`src/rtl/main_decode_pkg.sv`:
```
// Shared opcode/funct encodings, ctrl bit positions and latency defaults
// for the main decode pipeline.
package main_decode_pkg;

    localparam int MUL_CYCLES_DEF = 3;
    localparam int DIV_CYCLES_DEF = 32;

    localparam int CTRL_W = 9;

    // ctrl = {regwrite, regdst, alusrc, branch, memwrite, memtoreg, jump, hilo_we[1:0]}
    localparam int CTRL_REGWRITE = 8;
    localparam int CTRL_REGDST   = 7;
    localparam int CTRL_ALUSRC   = 6;
    localparam int CTRL_BRANCH   = 5;
    localparam int CTRL_MEMWRITE = 4;
    localparam int CTRL_MEMTOREG = 3;
    localparam int CTRL_JUMP     = 2;
    localparam int CTRL_HILO_HI  = 1;
    localparam int CTRL_HILO_LO  = 0;

    localparam logic [5:0] OP_RTYPE = 6'b000000;
    localparam logic [5:0] OP_J     = 6'b000010;
    localparam logic [5:0] OP_BEQ   = 6'b000100;
    localparam logic [5:0] OP_ADDI  = 6'b001000;
    localparam logic [5:0] OP_ANDI  = 6'b001100;
    localparam logic [5:0] OP_ORI   = 6'b001101;
    localparam logic [5:0] OP_XORI  = 6'b001110;
    localparam logic [5:0] OP_LUI   = 6'b001111;
    localparam logic [5:0] OP_LW    = 6'b100011;
    localparam logic [5:0] OP_SW    = 6'b101011;

    localparam logic [5:0] FN_SLL   = 6'b000000;
    localparam logic [5:0] FN_SRL   = 6'b000010;
    localparam logic [5:0] FN_SRA   = 6'b000011;
    localparam logic [5:0] FN_SLLV  = 6'b000100;
    localparam logic [5:0] FN_SRLV  = 6'b000110;
    localparam logic [5:0] FN_SRAV  = 6'b000111;
    localparam logic [5:0] FN_MFHI  = 6'b010000;
    localparam logic [5:0] FN_MTHI  = 6'b010001;
    localparam logic [5:0] FN_MFLO  = 6'b010010;
    localparam logic [5:0] FN_MTLO  = 6'b010011;
    localparam logic [5:0] FN_MULT  = 6'b011000;
    localparam logic [5:0] FN_MULTU = 6'b011001;
    localparam logic [5:0] FN_DIV   = 6'b011010;
    localparam logic [5:0] FN_DIVU  = 6'b011011;
    localparam logic [5:0] FN_ADD   = 6'b100000;
    localparam logic [5:0] FN_ADDU  = 6'b100001;
    localparam logic [5:0] FN_SUB   = 6'b100010;
    localparam logic [5:0] FN_SUBU  = 6'b100011;
    localparam logic [5:0] FN_AND   = 6'b100100;
    localparam logic [5:0] FN_OR    = 6'b100101;
    localparam logic [5:0] FN_XOR   = 6'b100110;
    localparam logic [5:0] FN_NOR   = 6'b100111;
    localparam logic [5:0] FN_SLT   = 6'b101010;
    localparam logic [5:0] FN_SLTU  = 6'b101011;

    typedef enum logic [1:0] {
        MD_MULT  = 2'b00,
        MD_MULTU = 2'b01,
        MD_DIV   = 2'b10,
        MD_DIVU  = 2'b11
    } md_op_e;

    typedef enum logic {
        ST_IDLE = 1'b0,
        ST_BUSY = 1'b1
    } md_state_e;

    // Counter only has to hold latency-1; a 1-cycle setting still needs one bit.
    function automatic int cnt_width(input int mul_cycles, input int div_cycles);
        int m;
        m = (mul_cycles > div_cycles) ? mul_cycles : div_cycles;
        return (m <= 1) ? 1 : $clog2(m);
    endfunction

endpackage

```
`src/rtl/main_decode_if.sv`:
```
// Instruction-in / control-bundle-out handshake bus of the decode pipeline,
// plus the mult/div sequencing strobes.
interface main_decode_if;
    import main_decode_pkg::*;

    logic              in_valid;
    logic              in_ready;
    logic [31:0]       instr;
    logic              flush;
    logic              out_valid;
    logic              out_ready;
    logic [CTRL_W-1:0] ctrl;
    logic              illegal;
    logic              md_start;
    logic [1:0]        md_op;
    logic              md_busy;
    logic              md_done;

    modport master (
        output in_valid, instr, flush, out_ready,
        input  in_ready, out_valid, ctrl, illegal, md_start, md_op, md_busy, md_done
    );

    modport slave (
        input  in_valid, instr, flush, out_ready,
        output in_ready, out_valid, ctrl, illegal, md_start, md_op, md_busy, md_done
    );

endinterface

```
`src/rtl/main_decode_comb.sv`:
```
// Combinational op/funct to ctrl decode. Mult/div functs are legal only when
// MAIN_DECODE_MULDIV_EN is defined.
module main_decode_comb
    import main_decode_pkg::*;
(
    input  logic [31:0]       instr,
    output logic [CTRL_W-1:0] ctrl,
    output logic              illegal,
    output logic              is_md,
    output logic [1:0]        md_op
);

    logic [5:0] op;
    logic [5:0] funct;
    logic       unused_bits;

    assign op          = instr[31:26];
    assign funct       = instr[5:0];
    assign unused_bits = ^instr[25:6];

    // NOTE: every output gets a default first so no path through the cases infers a latch.
    always_comb begin
        ctrl    = '0;
        illegal = 1'b0;
        is_md   = 1'b0;
        md_op   = 2'b00;
        case (op)
            OP_RTYPE: begin
                case (funct)
                    FN_SLL, FN_SRL, FN_SRA, FN_SLLV, FN_SRLV, FN_SRAV,
                    FN_ADD, FN_ADDU, FN_SUB, FN_SUBU, FN_AND, FN_OR,
                    FN_XOR, FN_NOR, FN_SLT, FN_SLTU, FN_MFHI, FN_MFLO: begin
                        ctrl[CTRL_REGWRITE] = 1'b1;
                        ctrl[CTRL_REGDST]   = 1'b1;
                    end
                    FN_MTHI: ctrl[CTRL_HILO_HI] = 1'b1;
                    FN_MTLO: ctrl[CTRL_HILO_LO] = 1'b1;
`ifdef MAIN_DECODE_MULDIV_EN
                    FN_MULT, FN_MULTU, FN_DIV, FN_DIVU: begin
                        is_md = 1'b1;
                        md_op = funct[1:0];
                    end
`endif
                    default: illegal = 1'b1;
                endcase
            end
            OP_LW: begin
                ctrl[CTRL_REGWRITE] = 1'b1;
                ctrl[CTRL_ALUSRC]   = 1'b1;
                ctrl[CTRL_MEMTOREG] = 1'b1;
            end
            OP_SW: begin
                ctrl[CTRL_ALUSRC]   = 1'b1;
                ctrl[CTRL_MEMWRITE] = 1'b1;
            end
            OP_BEQ: ctrl[CTRL_BRANCH] = 1'b1;
            OP_ADDI, OP_ANDI, OP_ORI, OP_XORI, OP_LUI: begin
                ctrl[CTRL_REGWRITE] = 1'b1;
                ctrl[CTRL_ALUSRC]   = 1'b1;
            end
            OP_J:    ctrl[CTRL_JUMP] = 1'b1;
            default: illegal = 1'b1;
        endcase
    end

endmodule

```
`src/rtl/main_decode_pipe.sv`:
```
// One-stage registered instruction decoder with valid/ready handshake and an
// optional mult/div issue sequencer enabled by MAIN_DECODE_MULDIV_EN.
module main_decode_pipe
    import main_decode_pkg::*;
#(
    parameter int MUL_CYCLES = MUL_CYCLES_DEF,
    parameter int DIV_CYCLES = DIV_CYCLES_DEF
)
(
    input  logic          clk,
    input  logic          rst_n,
    main_decode_if.slave  bus
);

    logic [CTRL_W-1:0] dec_ctrl;
    logic              dec_illegal;
    logic              dec_is_md;
    logic [1:0]        dec_md_op;

    logic              idle;
    logic              accept;
    logic              out_valid_q;
    logic [CTRL_W-1:0] ctrl_q;
    logic              illegal_q;

    main_decode_comb u_comb (
        .instr   (bus.instr),
        .ctrl    (dec_ctrl),
        .illegal (dec_illegal),
        .is_md   (dec_is_md),
        .md_op   (dec_md_op)
    );

    // Flush blocks acceptance so a flushed cycle never loads a new bundle.
    assign bus.in_ready  = idle & ~bus.flush & (~out_valid_q | bus.out_ready);
    assign accept        = bus.in_valid & bus.in_ready;
    assign bus.out_valid = out_valid_q;
    assign bus.ctrl      = ctrl_q;
    assign bus.illegal   = illegal_q;

    // NOTE: sequential state uses <= so every register samples pre-edge values.
    always_ff @(posedge clk) begin
        if (!rst_n) begin
            out_valid_q <= 1'b0;
            ctrl_q      <= '0;
            illegal_q   <= 1'b0;
        end else if (bus.flush) begin
            out_valid_q <= 1'b0;
            ctrl_q      <= '0;
            illegal_q   <= 1'b0;
        end else if (accept) begin
            out_valid_q <= 1'b1;
            ctrl_q      <= dec_ctrl;
            illegal_q   <= dec_illegal;
        end else if (bus.out_ready) begin
            out_valid_q <= 1'b0;
        end
    end

`ifdef MAIN_DECODE_MULDIV_EN
    localparam int              CNT_W    = cnt_width(MUL_CYCLES, DIV_CYCLES);
    localparam logic [CNT_W-1:0] MUL_LOAD = CNT_W'(MUL_CYCLES - 1);
    localparam logic [CNT_W-1:0] DIV_LOAD = CNT_W'(DIV_CYCLES - 1);

    md_state_e        state_q, state_d;
    logic [CNT_W-1:0] cnt_q, cnt_d;
    logic             md_start_q, md_start_d;
    logic [1:0]       md_op_q, md_op_d;

    always_ff @(posedge clk) begin
        if (!rst_n) begin
            state_q    <= ST_IDLE;
            cnt_q      <= '0;
            md_start_q <= 1'b0;
            md_op_q    <= 2'b00;
        end else begin
            state_q    <= state_d;
            cnt_q      <= cnt_d;
            md_start_q <= md_start_d;
            md_op_q    <= md_op_d;
        end
    end

    always_comb begin
        state_d    = state_q;
        cnt_d      = cnt_q;
        md_start_d = 1'b0;
        md_op_d    = md_op_q;
        case (state_q)
            ST_IDLE: begin
                if (accept && dec_is_md) begin
                    state_d    = ST_BUSY;
                    md_start_d = 1'b1;
                    md_op_d    = dec_md_op;
                    // DIV/DIVU carry op bit 1; MULT/MULTU do not.
                    cnt_d      = dec_md_op[1] ? DIV_LOAD : MUL_LOAD;
                end
            end
            ST_BUSY: begin
                if (cnt_q == '0) state_d = ST_IDLE;
                else             cnt_d   = cnt_q - CNT_W'(1);
            end
            default: state_d = ST_IDLE;
        endcase
    end

    assign idle         = (state_q == ST_IDLE);
    assign bus.md_busy  = (state_q == ST_BUSY);
    assign bus.md_done  = (state_q == ST_BUSY) && (cnt_q == '0);
    assign bus.md_start = md_start_q;
    assign bus.md_op    = md_op_q;
`else
    localparam int unused_cycles = MUL_CYCLES + DIV_CYCLES;
    logic unused_md;

    assign unused_md    = ^{dec_is_md, dec_md_op};
    assign idle         = 1'b1;
    assign bus.md_busy  = 1'b0;
    assign bus.md_done  = 1'b0;
    assign bus.md_start = 1'b0;
    assign bus.md_op    = 2'b00;
`endif

endmodule

```
`src/flat_wrapper.sv`:
```
// flat-port wrapper written by rule: the top's interface ports become plain ports
module main_decode_pipe_flat import main_decode_pkg::*;
#(
    parameter int MUL_CYCLES = MUL_CYCLES_DEF,
    parameter int DIV_CYCLES = DIV_CYCLES_DEF
)
  (clk, rst_n, bus_in_valid, bus_instr, bus_flush, bus_out_ready, bus_in_ready, bus_out_valid, bus_ctrl, bus_illegal, bus_md_start, bus_md_op, bus_md_busy, bus_md_done);
  main_decode_if bus_i ();
  input  logic clk;
  input  logic rst_n;
  input wire logic [$bits(bus_i.in_valid)-1:0] bus_in_valid;
  input wire logic [$bits(bus_i.instr)-1:0] bus_instr;
  input wire logic [$bits(bus_i.flush)-1:0] bus_flush;
  input wire logic [$bits(bus_i.out_ready)-1:0] bus_out_ready;
  output wire logic [$bits(bus_i.in_ready)-1:0] bus_in_ready;
  output wire logic [$bits(bus_i.out_valid)-1:0] bus_out_valid;
  output wire logic [$bits(bus_i.ctrl)-1:0] bus_ctrl;
  output wire logic [$bits(bus_i.illegal)-1:0] bus_illegal;
  output wire logic [$bits(bus_i.md_start)-1:0] bus_md_start;
  output wire logic [$bits(bus_i.md_op)-1:0] bus_md_op;
  output wire logic [$bits(bus_i.md_busy)-1:0] bus_md_busy;
  output wire logic [$bits(bus_i.md_done)-1:0] bus_md_done;
  assign bus_i.in_valid = bus_in_valid;
  assign bus_i.instr = bus_instr;
  assign bus_i.flush = bus_flush;
  assign bus_i.out_ready = bus_out_ready;
  assign bus_in_ready = bus_i.in_ready;
  assign bus_out_valid = bus_i.out_valid;
  assign bus_ctrl = bus_i.ctrl;
  assign bus_illegal = bus_i.illegal;
  assign bus_md_start = bus_i.md_start;
  assign bus_md_op = bus_i.md_op;
  assign bus_md_busy = bus_i.md_busy;
  assign bus_md_done = bus_i.md_done;
  main_decode_pipe #(.MUL_CYCLES(MUL_CYCLES), .DIV_CYCLES(DIV_CYCLES)) u_core (.clk(clk), .rst_n(rst_n), .bus(bus_i));
endmodule
```
`config.mk`:
```
export PLATFORM = sky130hd
export DESIGN_NAME = main_decode_pipe_flat
export DESIGN_NICKNAME = d
export VERILOG_FILES = /design/src/rtl/main_decode_pkg.sv /design/src/rtl/main_decode_if.sv /design/src/rtl/main_decode_comb.sv /design/src/rtl/main_decode_pipe.sv /design/src/flat_wrapper.sv
export SDC_FILE = /design/constraint.sdc
export NUM_CORES = 1
export LEC_CHECK = 0
export CAP_MARGIN = 10
export CORE_UTILIZATION = 28
export CTS_BUF_LIST = sky130_fd_sc_hd__clkbuf_16
export CTS_CLUSTER_DIAMETER = 40
export DETAILED_ROUTE_END_ITERATION = 7
export PLACE_DENSITY = 0.78
export SLEW_MARGIN = 40
export SYNTH_ARGS = -nofsm -noshare
export SYNTH_HDL_FRONTEND = slang
export SYNTH_SLANG_ARGS = --single-unit
```
`constraint.sdc`:
```
create_clock -name clk -period 1.45 [get_ports clk]
set_input_delay 0.435 -clock clk [delete_from_list [all_inputs] [get_ports clk]]
set_output_delay 0.435 -clock clk [all_outputs]
set_load 0.02 [all_outputs]
```
# Word level (Yosys, flattened, before mapping)
# Index checks and enable logic that the tools add are counted.
# op_classes
addsub,0
n_mul,0
n_div,0
magnitude_cmp,0
n_eq_ne,28
n_shift,0
muxes,15
n_bitwise,6
n_reduce_logical,9
# ops
cell,count
$eq A6 B6 Y1 const B,12
$eq A6 B4 Y1 const B,5
$eq A6 B3 Y1 const B,4
$eq A6 B5 Y1 const B,4
$reduce_or A20 Y1,1
$eq A6 B2 Y1 const B,3
$reduce_or A18 Y1,1
$logic_not A6 Y1,2
$mux W1,11
$reduce_or A9 Y1,1
$reduce_or A7 Y1,1
$reduce_or A6 Y1,1
$mux W2,2
$pmux W1 S2,2
$not A1 Y1,3
$and A1 B1 Y1,2
$reduce_bool A2 Y1,1
$reduce_or A2 Y1,1
$or A1 B1 Y1,1
# word_totals
reg_bits,11
latch_bits,0
ramBits,0
rom_bits,0
mem_count,0

# Longest topological paths before layout
# Gate-level depths: netlist of the first run.
# logic_depth
word_depth,5
ltp_mapped,5

# Modules after synthesis
# A second synthesis of the first run with hierarchy kept.
# hier_totals
hier_cells,96
area_unflattened_um2,748.2
# modules_own_cells
mod,instances,cells_each,area_each_um2
main_decode_pipe,1,55,495.5
main_decode_comb,1,41,252.7

# Least setup slack after synthesis of the first run
# OpenSTA, ideal clock, no wires.
# synth_timing
kind,input to register
startpoint,input bus_instr[31]
endpoint,"register u_core.illegal_q, in the netlist u_core.bus.illegal"
setup_ns,0.088
arrival_time_ns,1.453
required_ns,1.362
path_slack_ns,-0.091
path_stages,4
path_cell_list,nor4_4 -> nand2_1 -> or4_1 -> a311oi_2
# synth_between
elab_chain_len,3
word_cells_on_any_way,12
cone_classes,eq/ne: 9; mux: 1; reduce/logical: 2
# synth_lines
item,line_no,source
from (decl),flat_wrapper.sv:12,input wire logic [$bits(bus_i.instr)-1:0] bus_instr;
"$eq A6 B3 Y1, or another cell as far along",main_decode_comb.sv:27,case (op)
$reduce_or A9 Y1 (no line),n/a,
$pmux W1 S2 (*),main_decode_comb.sv:27,
to (signal assigned),main_decode_pipe.sv:54,illegal_q <= dec_illegal;
to (decl),main_decode_pipe.sv:24,logic illegal_q;
# Every way passes the cells marked *; elsewhere a longest branch is shown, timed or not.
# A chain may end at the register's enable or synchronous reset.

# Worst setup path in the final report of the first run
# layout_timing
startpoint,input bus_instr[3]
endpoint,"register u_core.illegal_q, in the netlist u_core.bus.illegal"
# layout_between
elab_chain_len,4
word_cells_on_any_way,23
cone_classes,eq/ne: 19; mux: 2; reduce/logical: 2
# layout_lines
item,line_no,source
"$eq A6 B5 Y1, or another cell as far along",main_decode_comb.sv:29,case (funct)
$reduce_or A20 Y1 (no line) (*),n/a,
$mux W1 (*),main_decode_comb.sv:29,
$pmux W1 S2 (*),main_decode_comb.sv:27,
# Marks and branches as above.

==> impl_results.md, run 1 <==
- Run status: finished, violations left
- Failing checks: negative setup slack
- Initial DRC Count: 14
- Layout Cells excl Fill: 161
- Drt pass-1 iters: 4
- Clock Tree Buf Depth: 2
- Fin util: 61.58%
- Cells after DPL: 151
- Vias: 788
- Detail Route Antenna Nets: 0
- Vias in the first global route: 716
- WP buf/inv: 1
- Post-synth EDFFs: 0
- Max-cap check violation count: 0
- Yosys Warn Count: 0
- Final Max Slew Viols: 0
- P per Cell Area: 806.0 mW/mm^2
- Mapped Avg Cell Area: 7.929 um^2
- Gp weighted congestion: 0.7686
- Net Sw Power: 240.7 uW
- CP cell instances: dlygate4sd2_1 -> a21oi_1 -> or4_4 -> a311oi_2
- Synth top cells by count: dfxtp_1 (11), nor2_1 (11), a21oi_1 (8), nand2_1 (8), buf_4 (5)
- H-tree depth: 1
- Total GRT Usage: 15.80%
- CTS tree: yes
- Skew-Pair Late Insertion Delay: 0.24 ns
- Worst setup SP type: input pin
- Crit. End Element: register
- Reg power frac: 30.6%
- Routed wire length: 1984 um
- Netlist Area Pre-Place: 634.4 um^2
- Distinct cells, synth: 31
- Die area: 0.002460 mm^2
- Layout net count: 172
- Gate power share: 20.2%
- Slowest cell delay on critical path: 0.55 ns
- Root Driver: clkbuf_16
- Clk sinks: 11
- Clock transition at the registers of the reported paths: 0.04 ns
- PortBufs: 28
- Switching Share: 23.75%
- Int Pwr: 772.8 uW
- N_diodes: 0
- Antenna violations before repair: 0
- Core ar.: 0.002042 mm^2
- FP Rows: 16
- CP arrival: 1.64 ns
- Period utilization: 102.6%
- Synth area leaders: dfxtp_1 (35%), nor2_1 (6.5%), a21oi_1 (6.3%), buf_4 (5.9%), nand2_1 (4.7%)
- FMAX: 671.9 MHz
- Critical Path Fanout Max: 4
- Final worst slack: -0.03833 ns
- Fin crit period: 1.488 ns
- Setup CP Type: input pin to register
- Hold Path Class: register to register
- Layout Skew: 0.0005992 ns
- Async set-reset flop share out of synthesis: 0%
- Req. time, crit path: 1.60 ns
- Initial Util: 31.07%
- Clock Power Share: 49.2%
- DR WL/cell: 12.32 um
- First-pass GRT wire length: 2994 um
- Total CTS buffers: 3
- Via-to-Cell Ratio: 4.894
- Mapped Cells: 80
- Slowest CP cell: or4_4
- Largest net degree at the start of global routing: 9
- Total grt overflow: 0
- I/O pins: 54
- Final Hold Viols: 0
- Setup-failing EPs final: 1
- Max VDD drop: 501.6 uV
- HPWL after DPL: 1341 um
- Die Y: 49.60 um
- Drt drc: 0
- Most common flop cell mapped by yosys: dfxtp_1
- RSZ-0062 raised after global routing: true
- Post-CTS Hold Fix Bufs: 0
- Syn-to-layout area delta: 98.23%
- Seq/Total Area, Yosys: 34.71%
- Post-synth top area cell: dfxtp_1
- Leakage: 0.5770 nW
- Top Family by Delay on Critical Path: simple AND/OR/NAND/NOR gates
- Die width: 49.60 um
- Layout cell share with drive strength beyond 1: 41.04%
- Flops & latches, synth: 11
- Share of the synthesized area in the top cell type: 34.71%
## tightest hold or removal path: cells and delay by family, from the launching register on
family           cells  cell delay (ns)
flip-flops           1             0.30
AO/OA/AOI/OAI        1             0.06
AND/OR/NAND/NOR      1             0.05
## area by class of cell
cell class / count / area (um^2)
inverters: 1 / 3.754
flip-flops and latches: 11 / 220.2
well taps: 27 / 33.78
fillers: 177 / 784.5
repair buffers: 53 / 446.7
clock inverters: 1 / 3.754
multi-input cells: 65 / 474.2
clock buffers: 3 / 75.07
## cells by family after synthesis
family	synth area share, %
multiplexers	1.578
AO/OA/AOI/OAI	16.77
flip-flops	34.71
other	0.5911
buffers and inverters	7.693
AND/OR/NAND/NOR	38.66
## stage by stage
step,area [um^2],hold slack (ns),setup TNS [ns],setup slack (ns),power [mW]
floorplan,649.4,0.5302,-0.09092,-0.09092,0.3922
global placement,1061,0.4392,-4.752,-0.6127,0.4953
detailed placement,1061,0.4426,-5.219,-0.6463,0.4992
CTS,1216,0.4469,-0.4014,-0.1914,1.005
global route,1257,0.4777,-0.1070,-0.06899,1.048
finish,1257,0.4523,-0.03833,-0.03833,1.013
## what timing repair did
action,CTS,global route
buffers inserted,6,0
pin swaps,9,11
resized for setup,55,17
setup endpoints to repair,22,11
hold endpoints to repair,0,0
## power by group through the flow
| stage | logic, mW | clock network (mW) | registers (mW) |
|---|---|---|---|
| after floorplan | 0.0708 | 0 | 0.321 |
| after global placement | 0.180 | 0 | 0.316 |
| after global routing | 0.219 | 0.519 | 0.311 |
| after detailed placement | 0.183 | 0 | 0.316 |
| final | 0.205 | 0.498 | 0.311 |
| after CTS | 0.195 | 0.500 | 0.310 |
## path summary, 6_finish.rpt
kind,from,end,slack (ns),cells past startpoint
worst max-delay path,bus_instr[3],u_core.bus.illegal,-0.04,4
worst min-delay path,u_core.bus.ctrl[1],u_core.bus.ctrl[1],0.45,2
worst max register to register,u_core.bus.out_valid,u_core.bus.ctrl[2],0.22,6
worst min register to register,u_core.bus.ctrl[1],u_core.bus.ctrl[1],0.45,2
## cell usage in the layout, fill, tap and decap left out, drive strengths merged, types with 2 or more instances in the layout
master / count
nand3: 2
clkdlybuf4s50: 2
nor3: 3
nor2b: 3
a311oi: 2
clkbuf: 4
a31oi: 2
inv: 2
nor2: 11
nand4: 2
nand2b: 3
buf: 30
conb: 5
dlymetal6s2s: 2
dfxtp: 11
dlygate4sd2: 18
nand2: 8
nand4b: 2
nor4: 2
a21oi: 8
## state kept, by name, indices dropped and copies added (netlist names)
name	cells
u_core.bus.ctrl	9
u_core.bus.illegal	1
u_core.bus.out_valid	1
## layer usage
layer | global-route usage (%) | routed length (um) | up-vias
met5 | 0 | 0 | -
met4 | 7.143 | 18 | 0
met3 | 4.012 | 122 | 2
met2 | 27.93 | 1014 | 27
met1 | 17.50 | 828 | 371
li1 | - | - | 388
Power figures use the tool's default switching activity.
==> inputs of run 2 (changes only) <==
==> constraint.sdc (replaced) <==
create_clock -name clk -period 1.45 [get_ports clk]
set_input_delay 0.29 -clock clk [delete_from_list [all_inputs] [get_ports clk]]
set_output_delay 0.29 -clock clk [all_outputs]
set_load 0.02 [all_outputs]
==> run 2 against run 1 <==
Net effect: the flow now finishes without violations; sequential cell count unchanged; non-clock buffer count down 6; first-iteration DRC count down 43%; highest routed layer unchanged; clock power down 2%; clock-buffer cell count unchanged; register-to-register slack better by 0.09 ns; via count down 6.3%; worst hold slack worse by 0.0047 ns; clock skew up 0.0016 ns; combinational power down 16%; global-route usage down 0.83 points; fmax up 5.6%; critical endpoint is now u_core.bus.ctrl[8].
==> impl_results.md, run 2 (same netlist as run 1, synthesis figures left out) <==
- RSZ-0062 raised after global routing: true
- FMAX: 709.4 MHz (+5.6%)
- Most frequent cells in the layout: dlygate4sd2_1 (19), buf_4 (19), dfxtp_1 (11)
- PortBufs: 28 (unchanged)
- Routed wire length: 1771 um (-11%)
- Clk sinks: 11 (unchanged)
- HPWL after DPL: 1307 um (-2.6%)
- Vias in the first global route: 670 (-6.4%)
- Total GRT Usage: 14.96% (-0.83 points)
- CP cell instances: clkdlybuf4s50_1 -> nand2b_1 -> and3_4 -> buf_4 -> nor2_1 -> a311oi_1
- Period utilization: 97.22% (-5.4 points)
- Worst setup SP type: input pin
- Drt pass-1 iters: 4 (unchanged)
- Via-to-Cell Ratio: 4.761 (-2.7%)
- Multi-input gate area: 410.4 um^2 (-13%)
- Crit. End Element: register
- N_diodes: 0 (unchanged)
- Die area: 0.002460 mm^2 (unchanged)
- Layout net count: 166 (-3.5%)
- P per Cell Area: 862.1 mW/mm^2 (+7.0%)
- Slowest CP cell: clkdlybuf4s50_1
- Max VDD drop: 532.3 uV (+6.1%)
- Die Y: 49.60 um (unchanged)
- Fin crit period: 1.410 ns (-0.07867 ns)
- Largest net degree at the start of global routing: 12 (+3)
- Reg area: 220.2 um^2 (unchanged)
- Vias: 738 (-6.3%)
- Detail Route Antenna Nets: 0 (unchanged)
- H-tree depth: 1 (unchanged)
- Fin util: 55.27% (-6.3 points)
- Final Max Slew Viols: 0 (unchanged)
- First-pass GRT wire length: 2801 um (-6.4%)
- Gp weighted congestion: 0.8854 (+15%)
- Critical Path Fanout Max: 6 (+2)
- Final hold slack: 0.4476 ns (-0.004707 ns)
- Initial DRC Count: 8 (-6)
- Hold Path Class: register to register
- Leakage: 0.5201 nW (-9.8%)
- Final Hold Viols: 0 (unchanged)
- Root Driver: clkbuf_16
- Setup-failing EPs final: 0 (-1)
- Cells after DPL: 146 (-3.3%)
- Clock Tree Buf Depth: 2 (unchanged)
- FP Rows: 16 (unchanged)
- Initial Util: 31.07% (unchanged)
- Syn-to-layout area delta: 77.91%
- Placed Area: 0.001023 mm^2 (-3.5%)
- Overall power: 972.9 uW (-4.0%)
- Skew-Pair Late Insertion Delay: 0.24 ns (about the same)
- CP arrival: 1.55 ns (-0.09 ns)
- Setup CP Type: input pin to register
- CTS tree: yes
- Req. time, crit path: 1.59 ns (about the same)
- Post-Layout Inst Area: 0.001129 mm^2 (-10%)
- Total grt overflow: 0 (unchanged)
- Post-CTS Hold Fix Bufs: 0 (unchanged)
- DR WL/cell: 11.43 um (-7.3%)
- Die width: 49.60 um (unchanged)
- Drt drc: 0 (unchanged)
- Run status: finished clean
- Clock transition at the registers of the reported paths: 0.04 ns (about the same)
- Layout Cells excl Fill: 155 (-3.7%)
- # fillers: 211 (+19%)
- Slowest cell delay on critical path: 0.49 ns (-0.06 ns)
- Antenna violations before repair: 0 (unchanged)
- Max reg flops: 9 (unchanged)
- Total CTS buffers: 3 (unchanged)
- Layout cell share with drive strength beyond 1: 28.13% (-13 points)
- Max-cap check violation count: 0 (unchanged)
- I/O pins: 54 (unchanged)
- Core ar.: 0.002042 mm^2 (unchanged)
- Layout Skew: 0.002248 ns (+0.001649 ns)
-- run 2: cell count changes in the layout (fill, tap and decap cells not counted), sizes merged --
cell | before | now
dlymetal6s2s | 2 | 1
clkbuf | 4 | 3
buf | 30 | 23
dlygate4sd2 | 18 | 19
clkdlybuf4s50 | 2 | 4
-- run 2: area by class of cell --
cell class	instances	share of cell area, %
Clock buffer	3	6.652
Clock inverter	1	0.3326
Inverter	1	0.3326
Multi-Input combinational cell	65	36.36
Sequential cell	11	19.51
Tap cell	27	2.993
Timing Repair Buffer	47	33.81
-- run 2: per-layer routing --
| metal | track usage, % | part of all wire, % | wire length [um] | vias up |
|---|---|---|---|---|
| met2 | 24.55 | 47 | 836 | 38 |
| met5 | 0 | 0 | 0 | - |
| li1 | - | - | - | 379 |
| met3 | 3.086 | 6.8 | 121 | 3 |
| met1 | 17.32 | 44 | 777 | 318 |
| met4 | 10.00 | 2.0 | 35 | 0 |
-- run 2: power breakdown --
part | switching [mW] | leakage, nW | internal [mW]
Clock | 0.129 | 0.0423 | 0.361
Combinational | 0.0884 | 0.389 | 0.0832
Sequential | 0.00260 | 0.0890 | 0.308
Total | 0.220 | 0.520 | 0.753
-- run 2: final timing paths --
| kind | startpoint | to | slack, ns | depth (start not counted) |
|---|---|---|---|---|
| min reg2reg | u_core.bus.ctrl[1] | u_core.bus.ctrl[1] | 0.45 | 2 |
| max reg2reg | u_core.bus.out_valid | u_core.bus.ctrl[8] | 0.31 | 5 |
| max | bus_out_ready | u_core.bus.ctrl[8] | 0.04 | 6 |
| min | u_core.bus.ctrl[1] | u_core.bus.ctrl[1] | 0.45 | 2 |
-- run 2: what timing repair did --
action | in CTS | in global routing
endpoints found under the hold margin | 0 | 0
buffers inserted | 4 | 1
gates resized for setup | 41 | 3
setup endpoints to repair | 18 | 5
pin swaps | 4 | 2
-- run 2: critical path: cells and delay by family --
family | cells | cell delay (ns)
AND/OR/NAND/NOR | 3 | 0.41
buffers and inverters | 2 | 0.62
AO/OA/AOI/OAI | 1 | 0.23
-- run 2: stage by stage --
stage | setup TNS (ns) | setup slack, ns
3_5_place_dp | -3.198 | -0.4706
2_1_floorplan | 0 | 0.05408
4_1_cts | 0 | 0.004997
5_1_grt | -0.1337 | -0.04287
3_3_place_gp | -2.950 | -0.4216
6_report | 0 | 0.04033
==> inputs of run 3 (changes only) <==
--- a/config.mk
+++ b/config.mk
@@ -5,7 +5,6 @@
 export SDC_FILE = /design/constraint.sdc
 export NUM_CORES = 1
 export LEC_CHECK = 0
-export CAP_MARGIN = 10
 export CORE_UTILIZATION = 28
 export CTS_BUF_LIST = sky130_fd_sc_hd__clkbuf_16
 export CTS_CLUSTER_DIAMETER = 40
==> results of run 3 <==
Final layout, timing and power as in run 2 (identical DEF).
